**config.mk**
```make
export PLATFORM = sky130hd
export DESIGN_NAME = im2col_conv_strip
export DESIGN_NICKNAME = d
export VERILOG_FILES = /design/src/rtl/im2col_conv_strip.sv
export SDC_FILE = /design/constraint.sdc
export NUM_CORES = 1
export LEC_CHECK = 0
export ABC_AREA = 0
export BUFFER_PORTS_ARGS = -buffer_cell sky130_fd_sc_hd__buf_2
export CORE_MARGIN = 2
export CORE_UTILIZATION = 40
export CTS_BUF_LIST = sky130_fd_sc_hd__clkbuf_4 sky130_fd_sc_hd__clkbuf_8 sky130_fd_sc_hd__clkbuf_16
export CTS_CLUSTER_DIAMETER = 50
export CTS_CLUSTER_SIZE = 10
export DETAILED_ROUTE_END_ITERATION = 7
export GPL_TIMING_DRIVEN = 1
export SLEW_MARGIN = 5
export SYNTH_ARGS = -nofsm -noshare
export SYNTH_HDL_FRONTEND = slang
export SYNTH_SLANG_ARGS = --single-unit
```
**constraint.sdc**
```tcl
create_clock -name clk -period 11.25 [get_ports clk]
set_clock_uncertainty 0.2 [all_clocks]
set_input_delay 1.125 -clock clk [delete_from_list [all_inputs] [get_ports clk]]
set_output_delay 1.125 -clock clk [all_outputs]
set_load 0.01 [all_outputs]
```
**src/rtl/im2col_conv_strip.sv**
```systemverilog
`default_nettype none
// ============================================================================
// Module  : im2col_conv_strip
// Brief   : KxK strided convolution over one BRAM-resident strip, one MAC per
//           cycle, saturated result on a valid/ready stream.
// Revision: 1.0 - initial release
// ============================================================================
module im2col_conv_strip #(
    parameter int DATA_W = 9,
    parameter int K      = 3,
    parameter int IMG_W  = 224,
    parameter int IMG_H  = 28,
    parameter int STRIDE = 1,
    parameter int ADDR_W = 16,
    parameter int RD_LAT = 2,
    parameter int ACC_W  = 24,
    parameter int OUT_W  = 16
) (
    input  logic              clk,
    input  logic              reset,
    input  logic              k_wr_en,
    input  logic [7:0]        k_wr_idx,
    input  logic [DATA_W-1:0] k_wr_data,
    input  logic [ADDR_W-1:0] base_addr,
    input  logic              start,
    output logic              fmap_rd_en,
    output logic [ADDR_W-1:0] fmap_addr,
    input  logic [DATA_W-1:0] fmap_data,
    output logic              out_valid,
    input  logic              out_ready,
    output logic [OUT_W-1:0]  out_data,
    output logic              out_last,
    output logic              busy,
    output logic              done
);

    localparam int c_NK = K * K;
    localparam int c_OW = (IMG_W - K) / STRIDE + 1;
    localparam int c_OH = (IMG_H - K) / STRIDE + 1;
    localparam int c_NW = $clog2(c_NK + 1);
    localparam int c_DW = $clog2(RD_LAT + 1);
    localparam int c_PW = 2 * DATA_W;

    localparam logic signed [ACC_W-1:0] c_SAT_MAX = {{(ACC_W-OUT_W+1){1'b0}}, {(OUT_W-1){1'b1}}};
    localparam logic signed [ACC_W-1:0] c_SAT_MIN = {{(ACC_W-OUT_W+1){1'b1}}, {(OUT_W-1){1'b0}}};
    localparam logic [OUT_W-1:0]        c_OUT_MAX = {1'b0, {(OUT_W-1){1'b1}}};
    localparam logic [OUT_W-1:0]        c_OUT_MIN = {1'b1, {(OUT_W-1){1'b0}}};

    localparam logic [2:0] S_IDLE  = 3'd0;
    localparam logic [2:0] S_ISSUE = 3'd1;
    localparam logic [2:0] S_DRAIN = 3'd2;
    localparam logic [2:0] S_EMIT  = 3'd3;
    localparam logic [2:0] S_DONE  = 3'd4;

    logic [2:0]               r_state;
    logic signed [DATA_W-1:0] r_kern [c_NK];
    logic [ADDR_W-1:0]        r_base;
    logic [15:0]              r_row;
    logic [15:0]              r_col;
    logic [2:0]               r_i;
    logic [2:0]               r_j;
    logic [c_NW-1:0]          r_iss;
    logic [c_NW-1:0]          r_n;
    logic [c_DW-1:0]          r_drn;
    logic [RD_LAT-1:0]        r_pipe;
    logic signed [ACC_W-1:0]  r_acc;
    logic                     r_valid;
    logic                     r_last;
    logic                     r_busy;
    logic                     r_done;
    logic [OUT_W-1:0]         r_data;

    logic                     w_issue;
    logic [31:0]              w_offset;
    logic signed [DATA_W-1:0] w_coef;
    logic signed [c_PW-1:0]   w_prod;
    logic signed [ACC_W-1:0]  w_acc_next;
    logic [OUT_W-1:0]         w_sat;
    logic                     w_col_end;
    logic                     w_last_win;

    assign w_issue    = (r_state == S_ISSUE);
    assign w_offset   = (32'(r_row) * 32'(STRIDE) + 32'(r_i)) * 32'(IMG_W)
                      + 32'(r_col) * 32'(STRIDE) + 32'(r_j);
    assign w_col_end  = (r_col == 16'(c_OW - 1));
    assign w_last_win = (r_row == 16'(c_OH - 1)) && w_col_end;

    assign fmap_rd_en = w_issue;
    assign fmap_addr  = w_issue ? r_base + ADDR_W'(w_offset) : '0;
    assign out_valid  = r_valid;
    assign out_data   = r_data;
    assign out_last   = r_last;
    assign busy       = r_busy;
    assign done       = r_done;

    // Returning data arrive in issue order, so the n-th return pairs with kernel[n].
    always_comb begin
        w_coef = '0;
        for (int n = 0; n < c_NK; n++) begin
            if (r_n == c_NW'(n)) w_coef = r_kern[n];
        end
    end

    assign w_prod = c_PW'(w_coef) * c_PW'($signed(fmap_data));

    always_comb begin
        w_acc_next = r_acc;
        if (r_pipe[RD_LAT-1]) w_acc_next = r_acc + ACC_W'(w_prod);
        if (w_acc_next > c_SAT_MAX)      w_sat = c_OUT_MAX;
        else if (w_acc_next < c_SAT_MIN) w_sat = c_OUT_MIN;
        else                             w_sat = OUT_W'(w_acc_next);
    end

    always_ff @(posedge clk or posedge reset) begin
        if (reset) begin
            r_state <= S_IDLE;
            r_base  <= '0;
            r_row   <= '0;
            r_col   <= '0;
            r_i     <= '0;
            r_j     <= '0;
            r_iss   <= '0;
            r_n     <= '0;
            r_drn   <= '0;
            r_pipe  <= '0;
            r_acc   <= '0;
            r_valid <= 1'b0;
            r_last  <= 1'b0;
            r_busy  <= 1'b0;
            r_done  <= 1'b0;
            r_data  <= '0;
            for (int n = 0; n < c_NK; n++) r_kern[n] <= '0;
        end else begin
            r_done    <= 1'b0;
            r_pipe[0] <= w_issue;
            for (int n = 1; n < RD_LAT; n++) r_pipe[n] <= r_pipe[n-1];
            if (r_pipe[RD_LAT-1]) begin
                r_acc <= w_acc_next;
                r_n   <= r_n + 1'b1;
            end
            if (k_wr_en && !r_busy) begin
                for (int n = 0; n < c_NK; n++) begin
                    if (k_wr_idx == 8'(n)) r_kern[n] <= $signed(k_wr_data);
                end
            end

            case (r_state)
                S_IDLE: begin
                    if (start) begin
                        r_base  <= base_addr;
                        r_row   <= '0;
                        r_col   <= '0;
                        r_busy  <= 1'b1;
                        r_iss   <= '0;
                        r_i     <= '0;
                        r_j     <= '0;
                        r_acc   <= '0;
                        r_n     <= '0;
                        r_state <= S_ISSUE;
                    end
                end
                S_ISSUE: begin
                    if (r_iss == c_NW'(c_NK - 1)) begin
                        r_drn   <= '0;
                        r_state <= S_DRAIN;
                    end else begin
                        r_iss <= r_iss + 1'b1;
                        if (r_j == 3'(K - 1)) begin
                            r_j <= '0;
                            r_i <= r_i + 1'b1;
                        end else begin
                            r_j <= r_j + 1'b1;
                        end
                    end
                end
                S_DRAIN: begin
                    // The final product lands on this same edge, so latch the bypassed sum.
                    if (r_drn == c_DW'(RD_LAT - 1)) begin
                        r_valid <= 1'b1;
                        r_data  <= w_sat;
                        r_last  <= w_last_win;
                        r_state <= S_EMIT;
                    end else begin
                        r_drn <= r_drn + 1'b1;
                    end
                end
                S_EMIT: begin
                    if (out_ready) begin
                        r_valid <= 1'b0;
                        r_last  <= 1'b0;
                        if (w_last_win) begin
                            r_done  <= 1'b1;
                            r_busy  <= 1'b0;
                            r_row   <= '0;
                            r_col   <= '0;
                            r_state <= S_DONE;
                        end else begin
                            r_iss   <= '0;
                            r_i     <= '0;
                            r_j     <= '0;
                            r_acc   <= '0;
                            r_n     <= '0;
                            r_state <= S_ISSUE;
                            if (w_col_end) begin
                                r_col <= '0;
                                r_row <= r_row + 1'b1;
                            end else begin
                                r_col <= r_col + 1'b1;
                            end
                        end
                    end
                end
                S_DONE:  r_state <= S_IDLE;
                default: r_state <= S_IDLE;
            endcase
        end
    end

endmodule
`default_nettype wire

```
==> results.tsv <==
metric	value	unit
crit path DAT	9.48	ns
largest net degree at the start of global routing	123	
fin crit period	9.38	ns
Yosys top cell by area	dfrtp_1	
fraction of layout cells with a size suffix above 1	14.9	%
Crit. End Element	flip-flop	
Post-CTS Setup Repair Bufs	0	
die area	41000	um^2
CTS Sinks	194	
clock power share	13.0	%
mapped cell area	15800	um^2
WL/cell	15.8	um
CTS root buf	clkbuf_16	
Post-synth ARST share	100	%
commonest non-fill, non-tap cell in the layout	inv_1	
Max Cap Viol	0	
Net Count, Synth	1920	
Syn Area/Cell	9.56	um^2
Cell Int Power	2.27	mW
Pwr per Cell Area	262	nW/um^2
Main synth FF type	dfrtp_1	
final setup TNS	0	ns
static leakage	8.57	nW
port buffer count	83	
Post-synth EDFFs	0	
unrepaired setup endpoints after global routing	false	
clk_lat worst skew	0.45	ns
Area growth, synth to finish	9.10	%
vias in the first global route	11700	
# rows	72	
cts bufs inserted	17	
Final ANT Viol Nets	0	
#FFs+latches synth	194	
post-synth top area share	30.8	%
WS Path Type	reg2reg	
DRT iter0 DRCs	600	
Fin. Hold Viols	0	
status	completed	
post-DP HPWL	27.5	mm
first-pass GRT wire length	59.6	mm
VDD IR-drop max	0.128	mV
All-Layer GR Usage	18.0	%
Startpoint Class	flip-flop	
grt ovf	0	
via/cell ratio	5.15	
setup violation total in the final timing report	0	
Highest Clock Rate	0.107	GHz
Crit Path Max Fanout	18	
top cells by area, synth	dfrtp_1, fa_1, ha_1, mux2_2, inv_1	
Min-Delay Path Class	reg2reg	
Synth Warn #	0	
initial core utilization	40.7	%
max_slew headroom	33.8	%
Die Ht	203	um
Fill cells	3834	
residual DRC count	0	
final WL	35.3	mm
sw power	2.23	mW
fin nets	1969	
Seq pwr share	20.3	%
gpl congestion	0.842	
Hold-fix buffers, CTS	0	
period utilization	83.3	%
final std cells w/o fill	2230	
CTS tree	done	
most frequent cells in the layout	inv_1, dfrtp_1, nor2_1, nand2_1, fa_1	
worst-case clock buffer depth	2	
Required @ worst endpoint	11.35	ns
diodes inserted	0	
Pre-antenna DRT Iters	4	
H-tree levels	4	
area of the core	38700	um^2
Worst-path clk slew	0.07	ns
measured slew at the worst slew-check pin	0.993	ns
Die W	203	um
initial antenna violation count	0	
Synth Instances	1650	
Final Max Slew Viols	0	
IO Count	84	
Cell variety after synth	82	
sequential element share of the synthesized area	30.8	%
post_cts resized	0	
reg-to-reg slack, setup	1.87	ns
Comb power frac	66.7	%
Placed Cells	2198	
total number of vias	11500	
sw frac	49.5	%
path summary, 6_finish.rpt:
path,start,end,depth (start not counted)
max,r_n[2],out_data[11],26
min reg2reg,r_pipe[0],r_pipe[1],0
min in group asynchronous,reset,r_kern[65],2
max reg2reg,r_n[2],out_data[11],26
min,r_pipe[0],r_pipe[1],0
max in group asynchronous,reset,r_base[2],3
layer usage:
metal  up-vias  global-route usage (%)  part of all wire [%]
met2       179                    28.9                    47
met3        21                    3.32                   3.8
met1      5719                    25.3                    48
met5         -                       0                     0
met4         0                    4.07                   1.0
li1       5558                       -                     -
registers in the layout, summed over array words and instances (netlist names):
name,flops
done,1
r_row,16
r_col,16
r_base,16
r_j,3
r_pipe,2
r_drn,2
out_valid,1
r_kern,81
busy,1
r_acc,24
r_i,3
r_n,4
r_state,3
r_iss,4
out_data,16
out_last,1
cells by family (layout without fill, tap and decap cells):
logic type	Yosys count	count (layout)	share of synthesized area, %
XOR/XNOR	81	81	4.50
multiplexers	101	101	7.11
AND/OR/NAND/NOR	512	512	16.0
flip-flops	194	194	30.8
adder cells (fa/ha/maj)	223	223	23.5
buffers and inverters	304	366	7.46
AO/OA/AOI/OAI	235	235	10.6
stage by stage:
stage | total power, mW | instance area [um^2] | hold slack, ns | util (%) | setup WS, ns
floorplan | 3.23 | 15800 | 0.131 | - | 3.37
global placement | 3.87 | 16600 | 0.137 | 43.0 | 2.06
detailed placement | 3.91 | 16600 | 0.145 | 43.0 | 1.89
CTS | 4.53 | 17200 | 0.160 | 44.4 | 1.84
global route | 4.99 | 17200 | 0.174 | 44.4 | 1.00
finish | 4.50 | 17200 | 0.154 | 44.4 | 1.87
worst max-delay path: stages, from the launching register on:
cell,delay (ns)
dfrtp_1,0.52
nor2b_1,0.70
nand2_1,0.52
nor2_1,0.20
a211oi_1,0.07
a221oi_1,0.31
o21ai_2,0.20
nand2_1,0.21
inv_1,0.08
fa_1,0.70
inv_1,0.11
fa_1,0.62
fa_1,0.67
inv_1,0.18
fa_1,0.55
inv_1,0.06
fa_1,0.53
inv_1,0.04
ha_1,0.42
nand2_1,0.13
nor4_1,0.53
and3_1,0.22
a21boi_1,0.21
or4_1,0.18
nand3_2,0.31
o21ai_4,0.56
o211ai_1,0.18
power by group through the flow:
stage          logic (mW)  clock network, mW  registers (mW)
2_1_floorplan        2.34                  0           0.891
3_3_place_gp         2.95                  0           0.923
3_5_place_dp         2.98                  0           0.926
4_1_cts              3.01              0.604           0.914
5_1_grt              3.43              0.629           0.928
6_report             3.00              0.587           0.912
Yosys cell counts (all sizes together), types with 23 or more instances:
| master | n |
|---|---|
| a211oi | 24 |
| buf | 23 |
| o21ai | 60 |
| a21oi | 38 |
| xor2 | 33 |
| fa | 122 |
| dfrtp | 194 |
| inv | 241 |
| xnor2 | 48 |
| nand3 | 32 |
| ha | 101 |
| mux2 | 88 |
| nand2 | 140 |
| and2 | 39 |
| clkbuf | 38 |
| nor2 | 172 |
layout make-up:
| class | count | area, um^2 | area share [%] |
|---|---|---|---|
| sequential | 194 | 4850 | 28.2 |
| clock buffer | 23 | 489 | 2.84 |
| multi-input combinational | 1152 | 9740 | 56.6 |
| clock inverter | 9 | 71.3 | 0.415 |
| inverter | 243 | 920 | 5.35 |
| timing repair buffer | 91 | 475 | 2.76 |
| tap | 518 | 648 | 3.77 |
Power figures use the tool's default switching activity.
